File: config.mk
export PLATFORM = sky130hd
export DESIGN_NAME = fx_sequencer
export DESIGN_NICKNAME = d
export VERILOG_FILES = /design/src/rtl/fx_sequencer.sv
export SDC_FILE = /design/constraint.sdc
export NUM_CORES = 1
export LEC_CHECK = 0
export ABC_AREA = 1
export BUFFER_PORTS_ARGS = -buffer_cell sky130_fd_sc_hd__clkbuf_2
export CAP_MARGIN = 20
export CORE_MARGIN = 2
export CORE_UTILIZATION = 50
export CTS_CLUSTER_SIZE = 16
export DETAILED_ROUTE_END_ITERATION = 16
export GPL_ROUTABILITY_DRIVEN = 0
export PLACE_DENSITY = 0.7
export SYNTH_ARGS = -nofsm -noshare
export SYNTH_HDL_FRONTEND = slang
export SYNTH_SLANG_ARGS = --single-unit
File: constraint.sdc
create_clock -name clk -period 1.61 [get_ports clk]
set_clock_uncertainty 0.15 [all_clocks]
set_input_delay 0.322 -clock clk [delete_from_list [all_inputs] [get_ports clk]]
set_output_delay 0.322 -clock clk [all_outputs]
set_load 0.03 [all_outputs]
File: src/rtl/fx_sequencer.sv
// rtl/fx_sequencer.sv - per-sample effect-chain update sequencer with debounced footswitch toggles
module fx_sequencer #(
  parameter int NUM_FX   = 4,
  parameter int SLOT_GAP = 2,
  parameter int DEBOUNCE = 1000
) (
  input  logic              clk,
  input  logic              reset,
  input  logic              sample_valid,
  input  logic [NUM_FX-1:0] btn,
  output logic [NUM_FX-1:0] fx_update,
  output logic [NUM_FX-1:0] fx_toggle_en,
  output logic [NUM_FX-1:0] fx_enabled,
  output logic              dac_valid,
  output logic              busy,
  output logic              overrun
);

  localparam int KW = (NUM_FX > 1) ? $clog2(NUM_FX) : 1;
  localparam int CW = $clog2(DEBOUNCE + 1);

  localparam logic [KW-1:0]     K_LAST   = KW'(NUM_FX - 1);
  localparam logic [3:0]        GAP_LAST = (SLOT_GAP > 0) ? 4'(SLOT_GAP - 1) : 4'd0;
  localparam logic [CW-1:0]     CNT_MAX  = CW'(DEBOUNCE);
  localparam logic [CW-1:0]     CNT_ARM  = CW'(DEBOUNCE - 1);
  localparam logic [NUM_FX-1:0] SLOT0    = NUM_FX'(1);

  typedef enum logic [1:0] {
    IDLE = 2'd0,
    UPD  = 2'd1,
    GAP  = 2'd2,
    DONE = 2'd3
  } state_t;

  state_t            state;
  logic [KW-1:0]     k;
  logic [3:0]        gap_cnt;
  logic [CW-1:0]     db_cnt [NUM_FX];
  logic [NUM_FX-1:0] pending;
  logic [NUM_FX-1:0] press;
  logic              issue;
  logic              slot_done;

  // A press fires only on the cycle its counter climbs onto DEBOUNCE, so a long hold yields one press.
  always_comb begin
    press = '0;
    for (int i = 0; i < NUM_FX; i++) begin
      press[i] = btn[i] && (db_cnt[i] == CNT_ARM);
    end
  end

  // Toggles go out only from an idle cycle that is not also starting a sample.
  always_comb begin
    issue     = 1'b0;
    slot_done = 1'b0;
    issue     = (state == IDLE) && !sample_valid && (pending != '0);
    slot_done = ((state == UPD) && (SLOT_GAP == 0)) ||
                ((state == GAP) && (gap_cnt == GAP_LAST));
  end

  // Per-button saturating debounce counters; any low level restarts the count.
  always_ff @(posedge clk) begin
    if (reset) begin
      for (int i = 0; i < NUM_FX; i++) db_cnt[i] <= '0;
    end else begin
      for (int i = 0; i < NUM_FX; i++) begin
        if (!btn[i]) begin
          db_cnt[i] <= '0;
        end else if (db_cnt[i] != CNT_MAX) begin
          db_cnt[i] <= db_cnt[i] + 1'b1;
        end
      end
    end
  end

  // Pending presses are held until an idle gap, then issued together and folded into the enables.
  always_ff @(posedge clk) begin
    if (reset) begin
      pending      <= '0;
      fx_toggle_en <= '0;
      fx_enabled   <= '0;
    end else begin
      fx_toggle_en <= issue ? pending : '0;
      if (issue) begin
        fx_enabled <= fx_enabled ^ pending;
      end
      pending <= (issue ? '0 : pending) | press;
    end
  end

  // Slot-walk FSM: update each slot in turn, wait out its settle gap, then flag the DAC.
  always_ff @(posedge clk) begin
    if (reset) begin
      state     <= IDLE;
      k         <= '0;
      gap_cnt   <= '0;
      fx_update <= '0;
      dac_valid <= 1'b0;
      busy      <= 1'b0;
      overrun   <= 1'b0;
    end else begin
      fx_update <= '0;
      dac_valid <= 1'b0;
      overrun   <= (state != IDLE) && sample_valid;
      if (slot_done) begin
        if (k == K_LAST) begin
          state     <= DONE;
          dac_valid <= 1'b1;
        end else begin
          k         <= k + 1'b1;
          state     <= UPD;
          fx_update <= SLOT0 << (k + 1'b1);
        end
      end else begin
        case (state)
          IDLE: begin
            if (sample_valid) begin
              state     <= UPD;
              k         <= '0;
              fx_update <= SLOT0;
              busy      <= 1'b1;
            end
          end
          UPD: begin
            state   <= GAP;
            gap_cnt <= '0;
          end
          GAP: begin
            gap_cnt <= gap_cnt + 1'b1;
          end
          DONE: begin
            state <= IDLE;
            busy  <= 1'b0;
          end
          default: begin
            state <= IDLE;
            busy  <= 1'b0;
          end
        endcase
      end
    end
  end

endmodule

# Yosys cells after proc, flatten, opt, wreduce, memory -nomap -nowiden
# Memories as Yosys holds them, arrays and structs flattened.
# Index checks and enable logic that the tools add are counted.
word_totals:
  register_bits: 27
  ram_bits: 40
  word_cells: 124
  inputBits: 7
  mem_count: 1
op_classes:
  eq_ne: 16
  n_shift: 1
  n_reduce_logical: 23
  add_sub_neg: 6
  n_mux: 55
  n_bitwise: 12
mem_list:
  columns: ["memory", "depth", "word_bits", "read_ports", "rd_clocked_by_memory_dff", "write_ports", "line_no", "text"]
  rows:
  - ["db_cnt", 4, 10, 4, 0, 4, "38", "logic [CW-1:0] db_cnt [NUM_FX];"]
op_table:
  columns: ["cell", "n"]
  rows:
  - ["10-bit 2-to-1 mux", 8]
  - ["10-bit by 1-bit adder with 10-bit output, second input constant", 4]
  - ["10-bit equality test, second input constant", 4]
  - ["10-bit inequality test, second input constant", 4]
  - ["1-bit 2-to-1 mux", 34]
  - ["2-bit 2-to-1 mux", 7]
  - ["4-bit 2-to-1 mux", 3]
  - ["2-bit nonzero test", 5]
  - ["1-bit logical AND", 8]
  - ["1-bit OR", 8]
  - ["4-bit one-hot mux with 2 select lines", 1]
  - ["4-bit nonzero test", 2]
  - ["2-bit equality test, second input constant", 3]
  - ["2-bit one-hot mux with 3 select lines", 1]
  - ["3-bit AND reduction", 2]
  - ["4-bit by 1-bit adder with 4-bit output, second input constant", 1]
  - ["4-bit by 1-bit equality test with 1-bit output, second input constant", 1]
  - ["2-bit inequality test, second input constant", 2]
  - ["4-bit OR", 1]
  - ["2-bit AND reduction", 2]
  - ["2-bit OR reduction", 2]
  - ["1-bit by 2-bit left shift with 4-bit output, first input constant", 1]
  - ["4-bit bitwise XOR", 1]
  - ["3-bit inequality test, second input constant", 1]
  - ["other kinds (6)", 7]

# Depth between registers and ports, before layout
# Gate-level depths: netlist of run 1.
# An unclocked memory read counts as a cell.
depth:
  word_depth: 7
  ltp_mapped: 8

# Least setup slack after synthesis of run 1
# Ideal clock, no wire load.
synth_timing:
  path_type: "reg-to-reg"
  startpoint: "memory db_cnt[0][0] in the netlist's numbering"
  endpoint: "memory db_cnt[0][0] in the netlist's numbering (enable)"
  slack_ns: 0.002
  t_arrival_ns: 1.108
  stages_incl_launch_ff: 6
  setup_time_ns: 0.349
  t_required_ns: 1.111
  path_cell_list: "edfxtp_1 inv_1 ha_1 nand3b_1 nor2_1 nand3_1"
synth_lines:
  columns: ["element", "line_no"]
  rows:
  - ["start: declaration", "38"]

==> flow_metrics.tcl, run 1 <==
set metrics [dict create \
    run_status "completed" \
    die-area_um2 7860 \
    yosysTopAreaCell "edfxtp_1" \
    pin_count 22 \
    rsz0062_at_grt "yes" \
    hold_end "overrun" \
    design_area_um2 4360 \
    synth_cells 427 \
    yosys.cell_types.count 29 \
    routed_wl_um 7490 \
    fp-row-count 30 \
    grtUsageTotal 0.193 \
    place_hpwl_um 4970 \
    dr.pass1.iters 4 \
    finalMaxSlewViolations 0 \
    worstSetupPathType "register to register" \
    cts_inserted_buffers 9 \
    crit_required_ns 1.56 \
    gr-total-overflow 0 \
    clk_pin_slew_ns 0.07 \
    synth_area_leaders "edfxtp_1 (34%), dfxtp_1 (15%), nand2_1 (8.2%), inv_1 (6.6%), nor2_1 (6.2%)" \
    die_h_um 88.7 \
    drc 0 \
    synth_common_cells "nand2_1 (78), inv_1 (63), nor2_1 (59), edfxtp_1 (40), nand3_1 (36)" \
    startpoint_type "register" \
    min_path_cells 3 \
    yosysMostFrequentCell "nand2_1" \
    fin_crit_ns 1.57 \
    r2r-start "db_cnt[0][0]" \
    clkSinkCount 67 \
    syn-cell-area_um2 3580 \
    yosysWarnings 0 \
    h-tree-depth 3 \
    coreArea_um2 6870 \
    worstHoldStart "sample_valid" \
    setup_ws_ns 0.0450 \
    period_share 0.972 \
    worst_pin_slew_ns 0.515 \
    synth_flop_cell "edfxtp_1" \
    use_met2 0.311 \
    p_leak_nw 1.70 \
    grt_use_met1 0.246 \
    syn_to_final_growth_pct 21.7 \
    placedInstanceArea_um2 3930 \
    grt_max_degree 11 \
    setup_viol 0 \
    synth_seq_cells 67 \
    fmax_mhz 639 \
    clock_path_buffers 2 \
    die_x_um 88.7 \
    hp-class "primary input to register" \
    cts_tree "yes" \
    vias 2993 \
    ir_drop_v 0.000390 \
    finalPower_mw 3.41 \
    io_buffers 21 \
    grt_util_met3 0.0420 \
    worst_setup_path_end_kind "register" \
    antenna_left 0 \
    postSynthNetCount 448 \
    relSlewSlack 0.655 \
    antenna_cells 0 \
    viasPerCell 5.10 \
    initial_utilization 0.522 \
    r2r_slack_ns 0.04 \
    finalNonFillerCells 587 \
    finalNetCount 507 \
    power.density_nw_per_um2 782 \
    busiest_layer "met2" \
    ys_seq_area_frac 0.486 \
    worstSkewPairLatency_ns 0.35 \
    path_max_fanout 9 \
    dp.cells 559 \
    antenna_found_initial 0 \
    grt_pass1_wl_um 11600 \
    synth_edf_count 40 \
    synthArstFlopShare 0 \
    critPathArrivalTime_ns 1.52 \
    drive_above_1_share 0.257 \
    hold_viol_final 0 \
    r2r_cells 7 \
    yosysTopAreaCellShare 0.335 \
    clockRootBuffer "clkbuf_8" \
    drv_cap 0 \
    grt_pass1_vias 2655 \
    preCtsSetupSlack_ns -0.0201 \
    avgSynthCellArea_um2 8.39 \
    cts_hold_buf 0 \
    drtIter0Drc 130 \
    r2r-end "db_cnt[0][3]" \
    wl_per_cell_um 12.8 \
]
## cells in the final DEF (no fill, tap or decap), drive strengths merged, types with 7 or more instances in the layout
cell type / count
nand2: 94
nor2: 73
inv: 67
edfxtp: 40
nand3: 36
clkbuf: 36
dfxtp: 27
buf: 27
a21oi: 20
nand4: 15
ha: 14
nor3: 10
xnor2: 7
## area by class of cell
type | instances | area [um2]
clock buffer | 15 | 186
clock inverter | 1 | 5.00
fill | 572 | 2510
inverter | 67 | 251
multi-input combinational | 293 | 1740
sequential | 67 | 1740
tap | 96 | 120
timing repair buffer | 48 | 319
## logic make-up (layout without fill, tap and decap cells)
logic type / after synthesis / count (layout) / synth area share
AO/OA/AOI/OAI: 32 / 32 / 0.0503
XOR/XNOR: 13 / 13 / 0.0318
adder cells (fa/ha/maj): 14 / 14 / 0.0489
buffers and inverters: 70 / 131 / 0.0751
flip-flops: 67 / 67 / 0.486
AND/OR/NAND/NOR: 231 / 234 / 0.308
## worst max-delay path: stages, from the launching register on
cell	delay [ns]
edfxtp_1	0.43
inv_1	0.09
ha_1	0.15
nand3b_1	0.10
nor2_2	0.13
nand2_2	0.09
nand2_4	0.12
nor2_1	0.06
## power breakdown
| group | internal [mW] | leakage (nW) | switching, mW |
|---|---|---|---|
| clock network | 0.727 | 0.0997 | 0.621 |
| registers | 1.82 | 0.709 | 0.0219 |
| logic | 0.0724 | 0.895 | 0.145 |
| total | 2.62 | 1.70 | 0.788 |
## sequential cells by signal (all words and copies together), names as in the netlist, 2 cells and up
signal        count
pending           4
fx_toggle_en      4
state             2
k                 2
db_cnt           40
fx_enabled        4
fx_update         4
gap_cnt           4
## metrics by stage
stage | hold slack [ns] | setup TNS [ns] | utilization
floorplan | 0.304 | 0 | -
global placement | 0.293 | 0 | 0.572
detailed placement | 0.309 | -0.0294 | 0.572
CTS | 0.0785 | 0 | 0.602
global route | 0.0950 | -0.361 | 0.635
finish | 0.0882 | 0 | 0.635
## metal layers
| metal | part of all wire | vias up |
|---|---|---|
| met5 | 0 | - |
| met4 | 0.020 | 0 |
| met3 | 0.042 | 13 |
| met2 | 0.49 | 58 |
| met1 | 0.45 | 1405 |
| li1 | - | 1517 |
## how the worst max path moves through the flow
stage / from / end / slack [ns]
detailed placement: db_cnt[1][0] / db_cnt[1][4] / -0.02
floorplan: db_cnt[0][0] / db_cnt[0][0] / 0.002
global route: db_cnt[0][0] / db_cnt[0][3] / -0.03
CTS: db_cnt[1][1] / db_cnt[1][6] / 0.01
global placement: db_cnt[1][0] / db_cnt[1][5] / 0.05
finish: db_cnt[0][0] / db_cnt[0][3] / 0.04
## repair_timing
| action | CTS | global route |
|---|---|---|
| pin swaps | 1 | 13 |
| setup buffers | 1 | 8 |
| endpoints found under the setup margin | 10 | 61 |
| resized for setup | 1 | 41 |
| cloned | 1 | 2 |
Note: power is estimated with default switching activity, not from simulation.
==> run 2, diff against run 1 <==
--- a/config.mk
+++ b/config.mk
@@ -12,2 +12,3 @@
 export CORE_UTILIZATION = 50
+export CTS_CLUSTER_DIAMETER = 40
 export CTS_CLUSTER_SIZE = 16
==> constraint.sdc (replaced) <==
create_clock -name clk -period 1.61 [get_ports clk]
set_clock_uncertainty 0.15 [all_clocks]
set_input_delay 0.2415 -clock clk [delete_from_list [all_inputs] [get_ports clk]]
set_output_delay 0.2415 -clock clk [all_outputs]
set_load 0.03 [all_outputs]
==> run 2 against run 1 <==
Net effect:
- die area is the same
- largest power group unchanged
- sequential share of layout area down 0.50 points
- via count decreased by 0.43%
- wire length decreased by 2.4%
- the flow now finishes with violations (setup timing)
==> flow_metrics.tcl, run 2 (synthesized netlist as in run 1, its figures left out) <==
set metrics [dict create \
    run_status "complete, but fails checks" \
    violations "setup timing" \
    r2r-end "db_cnt[1][4]" \
    gr-total-overflow 0 \
    fin_tns_setup_ns -0.00213 \
    cts_tree "yes" \
    p_sw_mw 0.787 \
    startpoint_type "register" \
    r2r_slack_ns -0.002 \
    path_max_fanout 5 \
    largest-register "db_cnt" \
    relSlewSlack 0.495 \
    rsz0062_at_grt "yes" \
    grtUsageTotal 0.181 \
    cts_inserted_buffers 9 \
    fmax_mhz 620 \
    viasPerCell 5.10 \
    r2r_cells 7 \
    antenna_left 0 \
    syn_to_final_growth_pct 23.3 \
    mostFrequentLayoutCells "nand2_1 (71), inv_1 (61), nor2_1 (52)" \
    cp_slowest_cell "edfxtp_1" \
    dr.pass1.iters 4 \
    coreArea_um2 6870 \
    ir_drop_v 0.000374 \
    grt_pass1_wl_um 11200 \
    hp-class "primary input to register" \
    clockRootBuffer "clkbuf_8" \
    clkPwrFrac 0.395 \
    initial_utilization 0.522 \
    grt_pass1_vias 2666 \
    io_buffers 21 \
    p_leak_nw 1.71 \
    routed_wl_um 7310 \
    wl_per_cell_um 12.5 \
    startpoint "db_cnt[1][0]" \
    fin_crit_ns 1.61 \
    clock_path_buffers 2 \
    pin_count 22 \
    seqPwrFrac 0.541 \
    pwr-share-comb 0.063 \
    worst_pin_slew_ns 0.755 \
    dp.cells 556 \
    die-area_um2 7860 \
    hold_viol_final 0 \
    cp_slowest_stage_delay_ns 0.45 \
    place_hpwl_um 4960 \
    finalNetCount 504 \
    worst_setup_path_end_kind "register" \
    setup_ws_ns -0.00213 \
    drtIter0Drc 120 \
    grt_max_degree 14 \
    die_x_um 88.7 \
    clk_pin_slew_ns 0.07 \
    swShare 0.231 \
    r2r-start "db_cnt[1][0]" \
    worstSkewPairLatency_ns 0.34 \
    clkSinkCount 67 \
    worst-path-buf-inv 1 \
    antenna_cells 0 \
    critPathArrivalTime_ns 1.55 \
    antenna_found_initial 0 \
    layout_commonest_cell "nand2_1" \
    largest_register_ffs 40 \
    p_int_mw 2.62 \
    cts_hold_buf 0 \
    fp-row-count 30 \
    finalNonFillerCells 584 \
    worstHoldStart "sample_valid" \
    die_h_um 88.7 \
    h-tree-depth 3 \
    drc 0 \
    crit_chain "inv_2 > ha_4 > nand3_2 > nor2_4 > nand2_4 > nand2_8 > a21oi_2" \
    cp_top_family "simple AND/OR/NAND/NOR gates" \
    hold_end "overrun" \
    drive_above_1_share 0.275 \
    vias 2980 \
    power.density_nw_per_um2 772 \
    drv_cap 0 \
    finalMaxSlewViolations 0 \
    period_share 1.00 \
    crit_required_ns 1.54 \
    worstSetupPathType "register to register" \
    min_path_cells 3 \
    setup_viol 1 \
]
==> run 2: worst max-delay path by stage <==
stage                    to  cells past startpoint  slack, ns
2_1_floorplan  db_cnt[0][0]                      5      0.002
3_3_place_gp   db_cnt[1][5]                      7       0.04
3_5_place_dp   db_cnt[1][9]                      7      -0.02
4_1_cts        db_cnt[3][5]                      7       0.01
5_1_grt        db_cnt[1][4]                      7      -0.08
6_report       db_cnt[1][4]                      7     -0.002
==> run 2: per-stage QoR <==
stage	power (mW)	hold slack, ns	worst slack (ns)	area (um2)	util
floorplan	2.01	0.254	0.00234	3580	-
global placement	2.06	0.293	0.0405	3900	0.568
detailed placement	2.06	0.306	-0.0193	3900	0.568
CTS	3.38	0.0147	0.0115	4100	0.597
global route	3.53	0.0403	-0.0764	4420	0.643
finish	3.41	0.0190	-0.00213	4420	0.643
==> run 2: per-layer routing <==
| metal | GRT usage | wire [um] | vias to the layer above |
|---|---|---|---|
| met1 | 0.235 | 3400 | 1397 |
| met2 | 0.293 | 3470 | 65 |
| met5 | 0 | 0 | - |
| met3 | 0.0392 | 329 | 12 |
| met4 | 0.0771 | 109 | 0 |
| li1 | - | - | 1506 |
==> run 2: final cells by class <==
cell class | instances | area [um2]
repair buffers | 45 | 304
flip-flops and latches | 67 | 1740
well taps | 96 | 120
clock inverters | 1 | 5.00
fillers | 583 | 2450
inverters | 67 | 251
clock buffers | 15 | 186
multi-input cells | 293 | 1810
==> run 2: tightest hold or removal path, stage by stage <==
cell,delay (ns)
clkbuf_2,0.09
inv_1,0.08
nor3_1,0.05
==> run 2: what timing repair did <==
| action | 4_1_cts | 5_1_grt |
|---|---|---|
| gates resized for setup | 1 | 59 |
| buffers inserted | 0 | 8 |
| cloned | 0 | 4 |
| endpoints found under the setup margin | 10 | 61 |
| hold endpoints to repair | 0 | 0 |
| pin swaps | 0 | 20 |
==> run 2: power groups by stage <==
stage	Combinational (mW)	Clock, mW	Sequential, mW
final	0.215	1.35	1.85
after global routing	0.241	1.44	1.85
after floorplan	0.118	0	1.89
after detailed placement	0.180	0	1.88
after global placement	0.177	0	1.88
after CTS	0.182	1.36	1.84
==> run 3, diff against run 2 <==
Settings changed: CORE_MARGIN 2 to 4, CORE_UTILIZATION 50 to 61, PLACE_DENSITY 0.7 to 0.8.
Clock period 1.61 ns to 1.8 ns, I/O delays scaled along.
==> run 3 against run 2 <==
Net effect:
- the flow now finishes without violations
- setup slack improved by 0.14 ns
- total power fell by 4.6%
- sequential power fell by 11%
- register-to-register slack improved by 0.14 ns
- count of clock-buffer cells in the layout fell by 3
- utilization rose by 8.3 points
- hold slack improved by 0.041 ns
- critical path depth did not move
- via count fell by 6.1%
- non-clock buffer count fell by 15
- wire length fell by 8.7%
- fmax fell by 3.0%
- critical endpoint is now db_cnt[3][5]
==> flow_metrics.tcl, run 3 (synthesized netlist as in run 1, its figures left out) <==
set metrics [dict create \
    largest-register "db_cnt" \
    hp-class "primary input to register" \
    startpoint "db_cnt[3][0]" \
    drv_cap 0 \
    die_x_um 84.6 \
    worstHoldStart "sample_valid" \
    swShare 0.224 \
    pwr-share-comb 0.049 \
    clockRootBuffer "clkbuf_8" \
    initial_utilization 0.639 \
    h-tree-depth 3 \
    worst_pin_slew_ns 0.337 \
    layout_commonest_cell "nand2_1" \
    rsz0062_at_grt "no" \
    finalNonFillerCells 542 \
    die_h_um 84.6 \
    p_int_mw 2.53 \
    critPathArrivalTime_ns 1.61 \
    wl_per_cell_um 12.3 \
    ctsResizeCount 0 \
    r2r-start "db_cnt[3][0]" \
    antenna_cells 0 \
    fin_crit_ns 1.66 \
    relSlewSlack 0.774 \
    pin_count 22 \
    clock_path_buffers 2 \
    coreArea_um2 5610 \
    clkPwrFrac 0.443 \
    path_max_fanout 9 \
    cts_inserted_buffers 9 \
    startpoint_type "register" \
    setup_viol 0 \
    worstSkewPairLatency_ns 0.34 \
    io_buffers 21 \
    fill_cells 399 \
    crit_required_ns 1.75 \
    finalNetCount 486 \
    cts_tree "yes" \
    r2r_slack_ns 0.14 \
    period_share 0.923 \
    ir_drop_v 0.000501 \
    routed_wl_um 6670 \
    p_sw_mw 0.727 \
    r2r-end "db_cnt[3][5]" \
    clk_pin_slew_ns 0.08 \
    worst_setup_path_end_kind "register" \
    vias 2798 \
    worstSetupPathType "register to register" \
    antenna_left 0 \
    finalMaxSlewViolations 0 \
    endpoint "db_cnt[3][5]" \
    syn_to_final_growth_pct 13.5 \
    place_hpwl_um 4760 \
    design_area_um2 4070 \
    dr.pass1.iters 5 \
    clkSinkCount 67 \
    fin_tns_setup_ns 0 \
    mostFrequentLayoutCells "nand2_1 (78), inv_1 (63), nor2_1 (59)" \
    grt_pass1_wl_um 11600 \
    cts_hold_buf 0 \
    fmax_mhz 602 \
    largest_register_ffs 40 \
    drtIter0Drc 202 \
    grt_max_degree 14 \
    dp.cells 526 \
    fp-row-count 27 \
    run_status "completed" \
    die-area_um2 7160 \
    seqPwrFrac 0.508 \
    antenna_found_initial 0 \
    r2r_cells 7 \
    viasPerCell 5.16 \
    drc 0 \
    post_cts_buffers 0 \
    gr-total-overflow 0 \
    hold_viol_final 0 \
    drive_above_1_share 0.172 \
    placedInstanceArea_um2 3830 \
    p_leak_nw 1.60 \
    grt_pass1_vias 2729 \
    grtUsageTotal 0.198 \
    power.density_nw_per_um2 799 \
]
## run 3: cell types whose count changed in the layout (fill, tap and decap cells not counted), moves of 7 or more
| cell | delta |
|---|---|
| a21oi_1 | +9 |
| nand2_1 | +7 |
| nor2_1 | +7 |
| buf_4 | -10 |
| a21oi_2 | -8 |
## run 3: metrics by stage
step,worst slack [ns],total power [mW],utilization,hold WS [ns]
2_1_floorplan,0.192,1.80,-,0.282
3_3_place_gp,0.204,1.84,0.683,0.300
3_5_place_dp,0.184,1.84,0.683,0.308
4_1_cts,0.143,3.27,0.726,0.0412
5_1_grt,0.0151,3.36,0.726,0.0640
6_report,0.138,3.25,0.726,0.0598
## run 3: power groups by stage
stage	combinational, mW	clock (mW)	sequential, mW
3_3_place_gp	0.154	0	1.69
3_5_place_dp	0.158	0	1.69
4_1_cts	0.159	1.46	1.65
2_1_floorplan	0.105	0	1.69
6_report	0.160	1.44	1.65
5_1_grt	0.182	1.52	1.65
## run 3: worst min path at each step
stage / endpoint / cells past startpoint
6_report: overrun / 3
5_1_grt: overrun / 3
4_1_cts: overrun / 3
3_5_place_dp: fx_enabled[2] / 2
3_3_place_gp: fx_enabled[2] / 2
2_1_floorplan: overrun / 2
## run 3: layout make-up
cell class                      count  area (um2)  share of cell area
Tap cell                           72        90.1              0.0221
Timing Repair Buffer               30         173              0.0424
Inverter                           67         251              0.0618
Clock inverter                      4        52.6              0.0129
Clock buffer                       12         188              0.0461
Multi-Input combinational cell    290        1570               0.387
Sequential cell                    67        1740               0.428
## run 3: worst max-delay path, cell delays in order, from the launching register on
cell and delay (ns):
edfxtp_1 0.47, inv_1 0.09, ha_1 0.14, nand3_1 0.08, nor2_1 0.13, nand2_1 0.11
nand2_2 0.19, nor2_1 0.07
## run 3: routing by layer
metal	GRT usage	wire, um	part of all wire
met2	0.341	3240	0.48
met4	0.0921	120	0.018
met1	0.240	3070	0.46
met3	0.0343	253	0.038
met5	0	0	0
